[config.mk]
export PLATFORM = sky130hd
export DESIGN_NAME = uart_tx_arbiter_flat
export DESIGN_NICKNAME = d
export VERILOG_FILES = /design/src/rtl/uart_tx_arbiter_if.sv /design/src/rtl/uart_tx_arbiter.sv /design/src/flat_wrapper.sv
export SDC_FILE = /design/constraint.sdc
export NUM_CORES = 1
export LEC_CHECK = 0
export BUFFER_PORTS_ARGS = -buffer_cell sky130_fd_sc_hd__buf_2
export CAP_MARGIN = 10
export CORE_MARGIN = 10
export CORE_UTILIZATION = 45
export DETAILED_ROUTE_END_ITERATION = 10
export PLACE_DENSITY = 0.81
export SYNTH_ARGS = -nofsm -noshare
export SYNTH_HDL_FRONTEND = slang
export SYNTH_SLANG_ARGS = --single-unit
[constraint.sdc]
create_clock -name i_clk -period 3.1 [get_ports i_clk]
set_input_delay 0.31 -clock i_clk [delete_from_list [all_inputs] [get_ports i_clk]]
set_output_delay 0.31 -clock i_clk [all_outputs]
set_load 0.02 [all_outputs]
[src/rtl/uart_tx_arbiter_if.sv]
// Client-side and transmitter-side signals of the shared UART transmit path.
// The master side drives requests and the done pulse; the slave side is the arbiter.
interface uart_tx_arbiter_if #(
  parameter int N_REQ = 4
);
  logic [N_REQ-1:0]   i_req;
  logic [8*N_REQ-1:0] i_data;
  logic [N_REQ-1:0]   i_last;
  logic [N_REQ-1:0]   o_ack;
  logic               o_write;
  logic [7:0]         o_wdata;
  logic               i_tx_done;

  modport master (
    output i_req, i_data, i_last, i_tx_done,
    input  o_ack, o_write, o_wdata
  );

  modport slave (
    input  i_req, i_data, i_last, i_tx_done,
    output o_ack, o_write, o_wdata
  );
endinterface

[src/rtl/uart_tx_arbiter.sv]
// Round-robin, packet-atomic arbiter that shares one UART transmitter FIFO between
// N_REQ byte sources, using a credit counter to keep that FIFO from overflowing.
module uart_tx_arbiter #(
  parameter int N_REQ      = 4,
  parameter int FIFO_DEPTH = 8,
  parameter int TIMEOUT    = 255
) (
  input  logic                i_clk,
  input  logic                i_rst,
  uart_tx_arbiter_if.slave    bus,
  output logic [N_REQ-1:0]    o_grant,
  output logic [3:0]          o_credits,
  output logic                o_timeout,
  output logic                o_underflow
);

  localparam int RR_W   = (N_REQ > 1) ? $clog2(N_REQ) : 1;
  localparam int CNT_W  = $clog2(TIMEOUT + 1);
  localparam int CRED_W = 4;

  typedef enum logic {IDLE, GRANT} state_e;

  state_e            state_q, state_d;
  logic [RR_W-1:0]   rr_q, rr_d;
  logic [N_REQ-1:0]  grant_q, grant_d;
  logic [CRED_W-1:0] credits_q, credits_d;
  logic [CNT_W-1:0]  idle_q, idle_d;
  logic              timeout_q, timeout_d;
  logic              underflow_q, underflow_d;

  logic              hold_req, hold_last, found, write;
  logic [7:0]        hold_data;
  logic [RR_W-1:0]   cand;

  always_comb begin
    // NOTE: every variable gets a default before any branch so no path infers a latch.
    state_d     = state_q;
    rr_d        = rr_q;
    grant_d     = grant_q;
    credits_d   = credits_q;
    idle_d      = idle_q;
    timeout_d   = timeout_q;
    underflow_d = underflow_q;
    hold_req    = 1'b0;
    hold_last   = 1'b0;
    hold_data   = '0;
    found       = 1'b0;
    cand        = '0;
    bus.o_ack   = '0;

    // While in GRANT, rr_q names the current holder.
    for (int r = 0; r < N_REQ; r++) begin
      if (RR_W'(r) == rr_q) begin
        hold_req  = bus.i_req[r];
        hold_last = bus.i_last[r];
        hold_data = bus.i_data[r*8 +: 8];
      end
    end

    case (state_q)
      IDLE: begin
        for (int i = 1; i <= N_REQ; i++) begin
          cand = RR_W'((int'(rr_q) + i) % N_REQ);
          if (!found && bus.i_req[cand]) begin
            found         = 1'b1;
            rr_d          = cand;
            grant_d       = '0;
            grant_d[cand] = 1'b1;
            idle_d        = '0;
            state_d       = GRANT;
          end
        end
      end
      GRANT: begin
        if (hold_req && (credits_q < CRED_W'(FIFO_DEPTH))) begin
          bus.o_ack[rr_q] = 1'b1;
          idle_d          = '0;
          if (hold_last) begin
            state_d = IDLE;
            grant_d = '0;
          end
        end else if (!hold_req) begin
          // A holder waiting on credits is not stalling, so only a dropped request counts.
          if (idle_q == CNT_W'(TIMEOUT - 1)) begin
            state_d   = IDLE;
            grant_d   = '0;
            idle_d    = '0;
            timeout_d = 1'b1;
          end else begin
            idle_d = idle_q + 1'b1;
          end
        end
      end
      default: state_d = IDLE;
    endcase

    write       = |bus.o_ack;
    bus.o_write = write;
    bus.o_wdata = write ? hold_data : 8'h00;

    case ({write, bus.i_tx_done})
      2'b10:   credits_d = credits_q + 1'b1;
      2'b01: begin
        if (credits_q == '0) underflow_d = 1'b1;
        else                 credits_d   = credits_q - 1'b1;
      end
      default: credits_d = credits_q;
    endcase
  end

  always_ff @(posedge i_clk) begin
    // NOTE: state registers use non-blocking assignments so all updates land together.
    if (i_rst) begin
      state_q     <= IDLE;
      rr_q        <= RR_W'(N_REQ - 1);
      grant_q     <= '0;
      credits_q   <= '0;
      idle_q      <= '0;
      timeout_q   <= 1'b0;
      underflow_q <= 1'b0;
    end else begin
      state_q     <= state_d;
      rr_q        <= rr_d;
      grant_q     <= grant_d;
      credits_q   <= credits_d;
      idle_q      <= idle_d;
      timeout_q   <= timeout_d;
      underflow_q <= underflow_d;
    end
  end

  assign o_grant     = grant_q;
  assign o_credits   = credits_q;
  assign o_timeout   = timeout_q;
  assign o_underflow = underflow_q;

endmodule

[src/flat_wrapper.sv]
// flat-port wrapper written by rule: the top's interface ports become plain ports
module uart_tx_arbiter_flat 
#(
  parameter int N_REQ      = 4,
  parameter int FIFO_DEPTH = 8,
  parameter int TIMEOUT    = 255
)
  (i_clk, i_rst, o_grant, o_credits, o_timeout, o_underflow, bus_i_req, bus_i_data, bus_i_last, bus_i_tx_done, bus_o_ack, bus_o_write, bus_o_wdata);
  uart_tx_arbiter_if #(.N_REQ(N_REQ)) bus_i ();
  input  logic i_clk;
  input  logic i_rst;
  output logic [N_REQ-1:0] o_grant;
  output logic [3:0] o_credits;
  output logic o_timeout;
  output logic o_underflow;
  input wire logic [$bits(bus_i.i_req)-1:0] bus_i_req;
  input wire logic [$bits(bus_i.i_data)-1:0] bus_i_data;
  input wire logic [$bits(bus_i.i_last)-1:0] bus_i_last;
  input wire logic [$bits(bus_i.i_tx_done)-1:0] bus_i_tx_done;
  output wire logic [$bits(bus_i.o_ack)-1:0] bus_o_ack;
  output wire logic [$bits(bus_i.o_write)-1:0] bus_o_write;
  output wire logic [$bits(bus_i.o_wdata)-1:0] bus_o_wdata;
  assign bus_i.i_req = bus_i_req;
  assign bus_i.i_data = bus_i_data;
  assign bus_i.i_last = bus_i_last;
  assign bus_i.i_tx_done = bus_i_tx_done;
  assign bus_o_ack = bus_i.o_ack;
  assign bus_o_write = bus_i.o_write;
  assign bus_o_wdata = bus_i.o_wdata;
  uart_tx_arbiter #(.N_REQ(N_REQ), .FIFO_DEPTH(FIFO_DEPTH), .TIMEOUT(TIMEOUT)) u_core (.i_clk(i_clk), .i_rst(i_rst), .bus(bus_i), .o_grant(o_grant), .o_credits(o_credits), .o_timeout(o_timeout), .o_underflow(o_underflow));
endmodule
# --- Yosys cells after proc, flatten, opt, wreduce, memory -nomap -nowiden ---
# Index checks and enable logic that the tools add are counted.
# Widths: inputs -> output; s select.
classes:
  addsub: 7
  n_lt_le_gt_ge: 11
  n_eq_ne: 11
  mux: 70
  bitwise: 3
  reduce_logical: 23
ops:
  columns: ["cell", "n"]
  rows:
  - ["$mux 8", 12]
  - ["$mux 4", 11]
  - ["$mux 1", 30]
  - ["$pmux 4 s2", 2]
  - ["$pmux 8 s2", 1]
  - ["$lt 2x3->1 const B", 5]
  - ["$demux 1 s2", 5]
  - ["$ge 2x1->1 const B", 5]
  - ["$logic_and 1x1->1", 9]
  - ["$ne 3x3->1 const B", 3]
  - ["$add 8x1->8 const B", 1]
  - ["$bmux 1 s2", 4]
  - ["$eq 8x8->1 const B", 1]
  - ["$mux 2", 4]
  - ["$reduce_and 2->1", 4]
  - ["$reduce_and 4->1", 2]
  - ["$ne 5x1->1 const B", 1]
  - ["$add 2x1->2 const B", 2]
  - ["$add 2x2->2 const B", 2]
  - ["$add 4x1->4 const B", 1]
  - ["$eq 2x2->1 const A", 2]
  - ["$logic_not 4->1", 1]
  - ["$lt 4x4->1 const B", 1]
  - ["$reduce_bool 4->1", 1]
  - ["other kinds (11)", 15]
word_totals:
  regBits: 21
  inputBits: 43
  out_inout_bits: 23
  wordCells: 132

# --- Logic depth before layout (Yosys ltp) ---
# Gate-level depths: netlist of the first run.
logic_depth:
  word_depth: 17
  depth_mapped: 14
  depth_no_buf: 13

# --- Least setup slack after synthesis of the first run ---
# No wires, ideal clock.
synth_timing:
  kind: "register -> register"
  start: "register u_core.rr_q[1]"
  end: "register u_core.credits_q[3], in the netlist u_core.o_credits[3]"
  setup_time_ns: 0.121
  arrival_ns: 2.971
  required_time_ns: 2.979
  setup_slack_ns: 0.009
  path_stages_with_launch: 15
  path_buffers: 1
  period_less_slack_ns: 3.091
  cell_sequence: "dfxtp_1 buf_2 inv_1 ha_1 nand3b_1 a2111oi_4 nand2_1 nand2_1 inv_1 ha_1 a21o_1 a21oi_1 nor2_1 a32oi_1 mux2_2"
synth_via:
  elab_chain_len: 12
  elab_cells_between_ends: 23
  classes_between: "2 x order compare; 6 x eq/ne; 9 x mux; 6 x reduce/logical"
synth_lines:
  columns: ["item", "line_no", "text"]
  rows:
  - ["start: declaration", "uart_tx_arbiter.sv:24", "logic [RR_W-1:0] rr_q, rr_d;"]
  - ["start signal: assignment", "uart_tx_arbiter.sv:115", "rr_q <= RR_W'(N_REQ - 1);"]
  - ["start signal: assignment", "uart_tx_arbiter.sv:123", "rr_q <= rr_d;"]
  - ["branches (longest 6 deep; another with $lt 2x3->1)", null, null]
  - ["$mux 4 *", "uart_tx_arbiter.sv:75", "if (hold_req && (credits_q < CRED_W'(FIFO_DEPTH))) begin"]
  - ["$mux 4 *", "uart_tx_arbiter.sv:60", "case (state_q)"]
  - ["$reduce_or 4->1 *", "uart_tx_arbiter.sv:97", "write = |bus.o_ack;"]
  - ["$eq 2x1->1 / $eq 2x2->1 (equally long branches)", "uart_tx_arbiter.sv:101", "case ({write, bus.i_tx_done})"]
  - ["$ne 2x2->1 (no line) / $reduce_bool 2->1 (equally long branches)", null, null]
  - ["$reduce_and 2->1 (no line)", null, null]
  - ["end signal: assignment", "uart_tx_arbiter.sv:125", "credits_q <= credits_d;"]
  - ["end: declaration", "uart_tx_arbiter.sv:26", "logic [CRED_W-1:0] credits_q, credits_d;"]
# Every way passes the cells marked *.
# A chain may end at the register's enable or synchronous reset.

# --- Worst setup path in the final report of the first run ---
# Ends and elaborated chain as after synthesis.

==> impl_metrics.csv, run 1 <==
group,metric,value,unit
grt,grt_pass1_wl,9.315,mm
synthesis,syn_avg_cell_area,8.152,µm²
floorplan,core,4029,µm²
clock_network,cts-root-buf,"clkbuf_8",
clock_network,cts_sinks,21,
cells_and_area,post-route-util,57.58,%
synthesis,synth-seq-area-share,22.13,%
pwr,irDropWorstVdd,0.4376,mV
worst_setup_path,critPathRequiredTime,3.26,ns
synthesis,synthCells,233,
grt,grt_util_met3,3.728,%
clock_network,cts_buffers,3,
synthesis,synth.area.top_cells,"dfxtp_1, ha_1, a21oi_1",
pwr,p_leak,0.001042,µW
clock_network,cts_buffer_depth,2,
cells_and_area,multi_input_area,1349,µm²
worst_setup_path,worstSetupPathType,"reg -> reg",
route,drc_errors,0,
clock_network,cts_tree,"yes",
place,place.port_buffers,65,
pwr,cellPowerDensity,987.9,nW/µm²
cells_and_area,ff_latch_area,421.7,µm²
grt,met2_usage,24.86,%
floorplan,fp.dieArea,7219,µm²
worst_setup_path,cp_cell_sequence,"inv_1 -> ha_1 -> nand3b_1 -> a2111oi_4 -> nand2_1 -> nand2_1 -> inv_1 -> ha_1 -> a21o_1 -> a21oi_1 -> nor2_1 -> a32oi_1 -> mux2_2",
worst_setup_path,path_delay_family,"compound AO/OA/AOI/OAI gates",
synthesis,synth_top_area_cell,"dfxtp_1",
worst_setup_path,cp_slowest_cell,"dfxtp_1",
floorplan,row_count,23,
worst_setup_path,path_buf_inv,2,
sta,worst_pin_slew,0.6506,ns
worst_setup_path,endpoint_kind,"register",
route,avgViaCountPerCell,5.861,
synthesis,syn_nets,288,
floorplan,dieHeight,84.97,µm
grt,grtUsageMet1,17.71,%
floorplan,initial_core_util,47.14,%
grt,grt-ovfl-total,0,
clock_network,path_clk_slew,0.08,ns
cells_and_area,nFillCells,372,
job,maxCapViolCount,0,
route,drt_iter0_markers,154,
synthesis,synth_warnings,0,
synthesis,synth_xor_area_share,1.383,%
place,place_hpwl,4.228,mm
run_status,status,"finished, final reports clean",
cells_and_area,drive_gt1_share,31.53,%
synthesis,synth_mux_area_share,9.157,%
cells_and_area,areaGrowthSynthToFinish,22.13,%
grt,grt_pass1_vias,1932,
sta,finalCritPeriodShare,94.60,%
place,place_congestion,0.8373,
route,wire_per_inst,15.66,µm
worst_setup_path,path_max_fanout,4,
cells_and_area,antenna_cells,0,
cells_and_area,final_cell_mix,"buf_2, a21oi_1, dfxtp_1, nor2_1, nor2b_1",
cells_and_area,final_common_cell,"buf_2",
route,wirelength,5.403,mm
clock_network,insertion_delay,0.26,ns
grt,antenna_found_initial,0,
synthesis,synth_ff_type,"dfxtp_1",
sta,setup-violations-final,0,
clock_network,cts_hold_buf,0,
synthesis,synthAdderAreaFrac,8.300,%
synthesis,synth-compound-area-share,27.67,%
synthesis,synth_top_family_by_area,"compound AO/OA/AOI/OAI gates",
grt,grt_start_max_net_pins,17,
sta,fin_tns_setup,0,ns
synthesis,async_flop_share,0,%
sta,finClkSkew,0.001531,ns
synthesis,synth_edf_count,0,
clock_network,htreeDepth,1,
worst_setup_path,critPathArrivalTime,3.09,ns
cells_and_area,nNetsFinal,351,
route,detail-route-antenna-nets,0,
sta,period_needed,2.933,ns
synthesis,syn_area,1899,µm²
sta,slew_headroom,56.49,%
worst_setup_path,cpPeakStageDelay,0.38,ns
sta,rsz0062_at_grt,"false",
floorplan,fp.dieW,84.97,µm
synthesis,synth_cell_types,49,
grt,grt_usage,14.59,%
synthesis,synth.top_cell.area_share,22.13,%
sta,fmaxAchievable,0.3410,GHz
grt,busiest_layer,"met2",
synthesis,ys_ff_latch,21,
route,dr_total_vias,2022,
sta,slew_viol_final,0,
worst_hold_path,min_path_type,"in -> reg",
route,dr.pass1.iters,4,
floorplan,ios,66,
worst_setup_path,cp-start-kind,"register",
sta,finalHoldViolCount,0,
synthesis,synthSimpleGateAreaFrac,24.51,%
## logic make-up after synthesis
group | Yosys count
AND/OR/NAND/NOR | 85
AO/OA/AOI/OAI | 72
buffers and inverters | 28
flip-flops | 21
multiplexers | 12
adder cells (fa/ha/maj) | 12
XOR/XNOR | 3
## through the flow
step / instances / power, µW / area [µm²] / hold WS, ns / setup slack, ns
floorplan: 233 / 1698 / 1899 / 0.4462 / 0.008750
global placement: 341 / 2063 / 2273 / 0.4518 / 0.3127
detailed placement: 341 / 2095 / 2273 / 0.4537 / 0.2100
CTS: 345 / 2290 / 2318 / 0.3753 / 0.1836
global route: 345 / 2513 / 2320 / 0.3980 / 0.001036
finish: 345 / 2292 / 2320 / 0.3785 / 0.1673
## registers in the layout, summed over array words and instances, names as in the netlist
name	flops
u_core.o_timeout	1
u_core.idle_q	8
u_core.o_underflow	1
u_core.rr_q	2
u_core.o_grant	4
u_core.o_credits	4
u_core.state_q	1
## power breakdown
part	total, µW	internal [µW]	switching (µW)
combinational	1680	734	946
sequential	424	346	77.8
clock	188	91.8	96.3
total	2290	1170	1120
## area by class of cell
class	instances	area share (%)
clock buffer	4	1.942
inverter	11	1.780
multi-input combinational	184	58.14
sequential	21	18.18
tap	50	2.697
timing repair buffer	75	17.26
## Yosys cell counts (all sizes together) (6+ instances only)
cell type  number
nor2           18
ha             11
or4             6
o31ai           6
nand3           7
dfxtp          21
a21oi          25
and3            6
a221oi         11
inv            11
o21ai           7
clkbuf         12
nor3           14
nand2           7
nor2b          16
## timing repair
item / 4_1_cts / 5_1_grt
endpoints found under the setup margin: 0 / 1
buffers inserted: 0 / 0
gates resized for setup: 0 / 1
## per-layer routing
layer / vias to the layer above / share of wire, %
li1: 1007 / -
met1: 948 / 41
met2: 58 / 51
met3: 9 / 6.5
met4: 0 / 1.2
met5: - / 0
## path summary, 6_finish.rpt
| kind | from | endpoint | slack [ns] | depth (start not counted) |
|---|---|---|---|---|
| setup reg to reg | u_core.rr_q[1] | u_core.o_credits[3] | 0.17 | 13 |
| setup / recovery | u_core.rr_q[1] | u_core.o_credits[3] | 0.17 | 13 |
| hold / removal | i_rst | u_core.state_q | 0.38 | 2 |
| hold reg to reg | u_core.o_grant[1] | u_core.o_grant[1] | 0.47 | 1 |
(Power assumes the default switching activity.)
==> run 2: changes to the inputs <==
ABC_AREA = 1   (was default)
PLACE_DENSITY = 0.8   (was 0.81)
==> run 2 against run 1 <==
Compared with the run above:
- clock-buffer cell count did not move
- sequential share of layout area fell by 0.37 points
- clock skew rose by 0.0025 ns
- hold slack got worse by 0.0043 ns
- critical path depth rose by 5
- synthesized area rose by 3.2%
- global-route usage fell by 0.31 points
- largest power group unchanged
- die area rose by 2.5%
==> impl_metrics.csv, run 2 <==
group,metric,value,unit
synthesis,syn_area,1961,µm²
worst_hold_path,min_from,"i_rst",
sta,worst_hold_slack,0.3742,ns
cells_and_area,antenna_cells,0,
pwr,p_sw_share,56.26,%
sta,fmaxAchievable,0.3545,GHz
worst_setup_path,critPathRequiredTime,3.26,ns
synthesis,syn_nets,360,
pwr,cellPowerDensity,942.2,nW/µm²
cells_and_area,final_cell_mix,"nand2_1, buf_2, inv_1, nand3_1, dfxtp_1",
sta,finalCritPeriodShare,90.99,%
pwr,irDropWorstVdd,0.6158,mV
clock_network,cts_buffers,3,
clock_network,cts_hold_buf,0,
clock_network,cts_sinks,21,
floorplan,ios,66,
job,maxCapViolCount,0,
clock_network,cts_tree,"yes",
cells_and_area,drive_gt1_share,26.36,%
sta,finClkSkew,0.004058,ns
synthesis,synth_warnings,0,
cells_and_area,final_common_cell,"nand2_1",
floorplan,core,4115,µm²
clock_network,path_clk_slew,0.08,ns
run_status,status,"finished, final reports clean",
clock_network,htreeDepth,1,
place,place.port_buffers,65,
sta,slew_headroom,65.60,%
sta,rsz0062_at_grt,"false",
route,dr_total_vias,2229,
synthesis,synth_ff_type,"dfxtp_1",
floorplan,row_count,23,
route,wirelength,5.582,mm
worst_setup_path,r2r-start,"u_core.rr_q[0]",
pwr,power_switching,1252,µW
worst_hold_path,whs_endpoint,"u_core.idle_q[6]",
sta,slew_viol_final,0,
grt,grt_pass1_wl,8.990,mm
place,place_congestion,0.8561,
synthesis,synth_cell_types,38,
floorplan,fp.dieArea,7397,µm²
worst_setup_path,regToRegEndpoint,"u_core.o_credits[3]",
sta,finalHoldViolCount,0,
floorplan,initial_core_util,47.64,%
clock_network,cts-root-buf,"clkbuf_8",
worst_setup_path,cp-start-kind,"register",
grt,grt-ovfl-total,0,
worst_setup_path,r2r_cells,18,
sta,worst_pin_slew,0.5121,ns
worst_hold_path,min_path_cells,2,
synthesis,synthCells,305,
cells_and_area,top_register,"u_core.idle_q",
route,avgViaCountPerCell,5.333,
synthesis,synth.top_cell.area_share,21.44,%
place,dp_cells,414,
pwr,seqPwrFrac,19.3,%
clock_network,insertion_delay,0.26,ns
synthesis,async_flop_share,0,%
worst_setup_path,path_max_fanout,9,
route,detail-route-antenna-nets,0,
synthesis,ys_ff_latch,21,
synthesis,synthMostInstantiatedCell,"nand2_1",
clock_network,cts_buffer_depth,2,
grt,grt_pass1_vias,1996,
grt,grt_usage,14.27,%
sta,setup-violations-final,0,
floorplan,dieHeight,86.01,µm
floorplan,fp.dieW,86.01,µm
synthesis,synth_edf_count,0,
route,wire_per_inst,13.35,µm
grt,antenna_found_initial,0,
sta,fin_tns_setup,0,ns
worst_setup_path,endpoint_kind,"register",
pwr,power,2225,µW
worst_hold_path,min_path_type,"in -> reg",
synthesis,synth_common_cells,"nand2_1, inv_1, nand3_1",
pwr,comb_power_share,72.6,%
route,dr.pass1.iters,4,
worst_setup_path,critPathArrivalTime,2.98,ns
cells_and_area,largest_reg_flops,8,
synthesis,synth.area.top_cells,"dfxtp_1, nand2_1, nand3_1",
pwr,p_leak,0.001226,µW
grt,grt_start_max_net_pins,20,
place,place_hpwl,4.562,mm
synthesis,syn_avg_cell_area,6.428,µm²
worst_setup_path,ff2ff_setup_slack,0.28,ns
pwr,intPower,973.0,µW
route,drc_errors,0,
cells_and_area,nNetsFinal,424,
route,drt_iter0_markers,150,
cells_and_area,areaGrowthSynthToFinish,20.42,%
cells_and_area,finalNonFillerCells,418,
sta,period_needed,2.821,ns
worst_setup_path,worstSetupPathType,"reg -> reg",
pwr,clkPwrFrac,8.1,%
synthesis,synth_top_area_cell,"dfxtp_1",
synthesis,synth-seq-area-share,21.44,%
[run 2: worst max-delay path: stages, from the launching register on]
cell and delay [ns]:
dfxtp_1 0.51, inv_2 0.16, ha_1 0.28, nand2_1 0.09
nand2_1 0.05, nand3_1 0.07, nand2_2 0.09, o2111ai_1 0.11
nand2_1 0.14, nor2_1 0.21, ha_1 0.31, nand2_1 0.09
nand2_1 0.06, a31oi_1 0.22, inv_1 0.07, nand2_1 0.09
nand3_1 0.08, nand2_1 0.07, nor2_1 0.04
[run 2: timing repair]
action / CTS / global route
setup endpoints to repair: 0 / 1
setup buffers: 0 / 0
resized for setup: 0 / 1
hold endpoints to repair: 0 / 0
[run 2: power groups by stage]
| stage | logic (µW) | registers, µW | clock network (µW) |
|---|---|---|---|
| after floorplan | 1220 | 463 | 0 |
| after global placement | 1570 | 433 | 0 |
| after detailed placement | 1600 | 436 | 0 |
| after CTS | 1610 | 429 | 184 |
| after global routing | 1800 | 442 | 200 |
| final | 1610 | 430 | 180 |
[run 2: final cells by class]
cell class / count / area, µm²
inverter: 45 / 173.9
fill: 406 / 1754
tap: 50 / 62.56
clock buffer: 4 / 45.04
timing repair buffer: 66 / 332.8
sequential: 21 / 420.4
multi-input combinational: 232 / 1326
[run 2: through the flow]
| step | area [µm²] | util [%] | setup WS [ns] |
|---|---|---|---|
| final | 2361 | 57.37 | 0.2793 |
| after CTS | 2359 | 57.31 | 0.2117 |
| after global routing | 2361 | 57.37 | 0.08068 |
| after global placement | 2313 | 56.22 | 0.3873 |
| after floorplan | 1961 | - | 0.4282 |
| after detailed placement | 2313 | 56.22 | 0.2240 |
[run 2: how the worst max path moves through the flow]
stage / start / slack [ns] / cells after the start / end
after floorplan: u_core.rr_q[0] / 0.43 / 17 / u_core.o_credits[3]
after global placement: u_core.rr_q[1] / 0.39 / 17 / u_core.o_credits[3]
after detailed placement: u_core.rr_q[1] / 0.22 / 17 / u_core.o_credits[3]
after CTS: u_core.rr_q[1] / 0.21 / 17 / u_core.o_credits[3]
after global routing: u_core.rr_q[1] / 0.08 / 17 / u_core.o_credits[3]
final: u_core.rr_q[0] / 0.28 / 18 / u_core.o_credits[3]
[run 2: cells by family after synthesis]
kind of cell             count (synthesis)  share of synthesized area, %
flip-flops                              21                         21.44
AND/OR/NAND/NOR                        159                         38.42
buffers and inverters                   52                         11.04
XOR/XNOR                                 4                         1.787
AO/OA/AOI/OAI                           57                         19.27
adder cells (fa/ha/maj)                 12                         8.041
[run 2: metal layers]
metal / part of all wire, % / wire [µm] / track usage [%] / vias to the layer above
met3: 4.7 / 264 / 2.933 / 7
met5: 0 / 0 / 0 / -
met4: 1.1 / 59 / 5.240 / 0
met2: 52 / 2924 / 25.15 / 60
met1: 42 / 2333 / 16.42 / 1016
li1: - / - / - / 1146
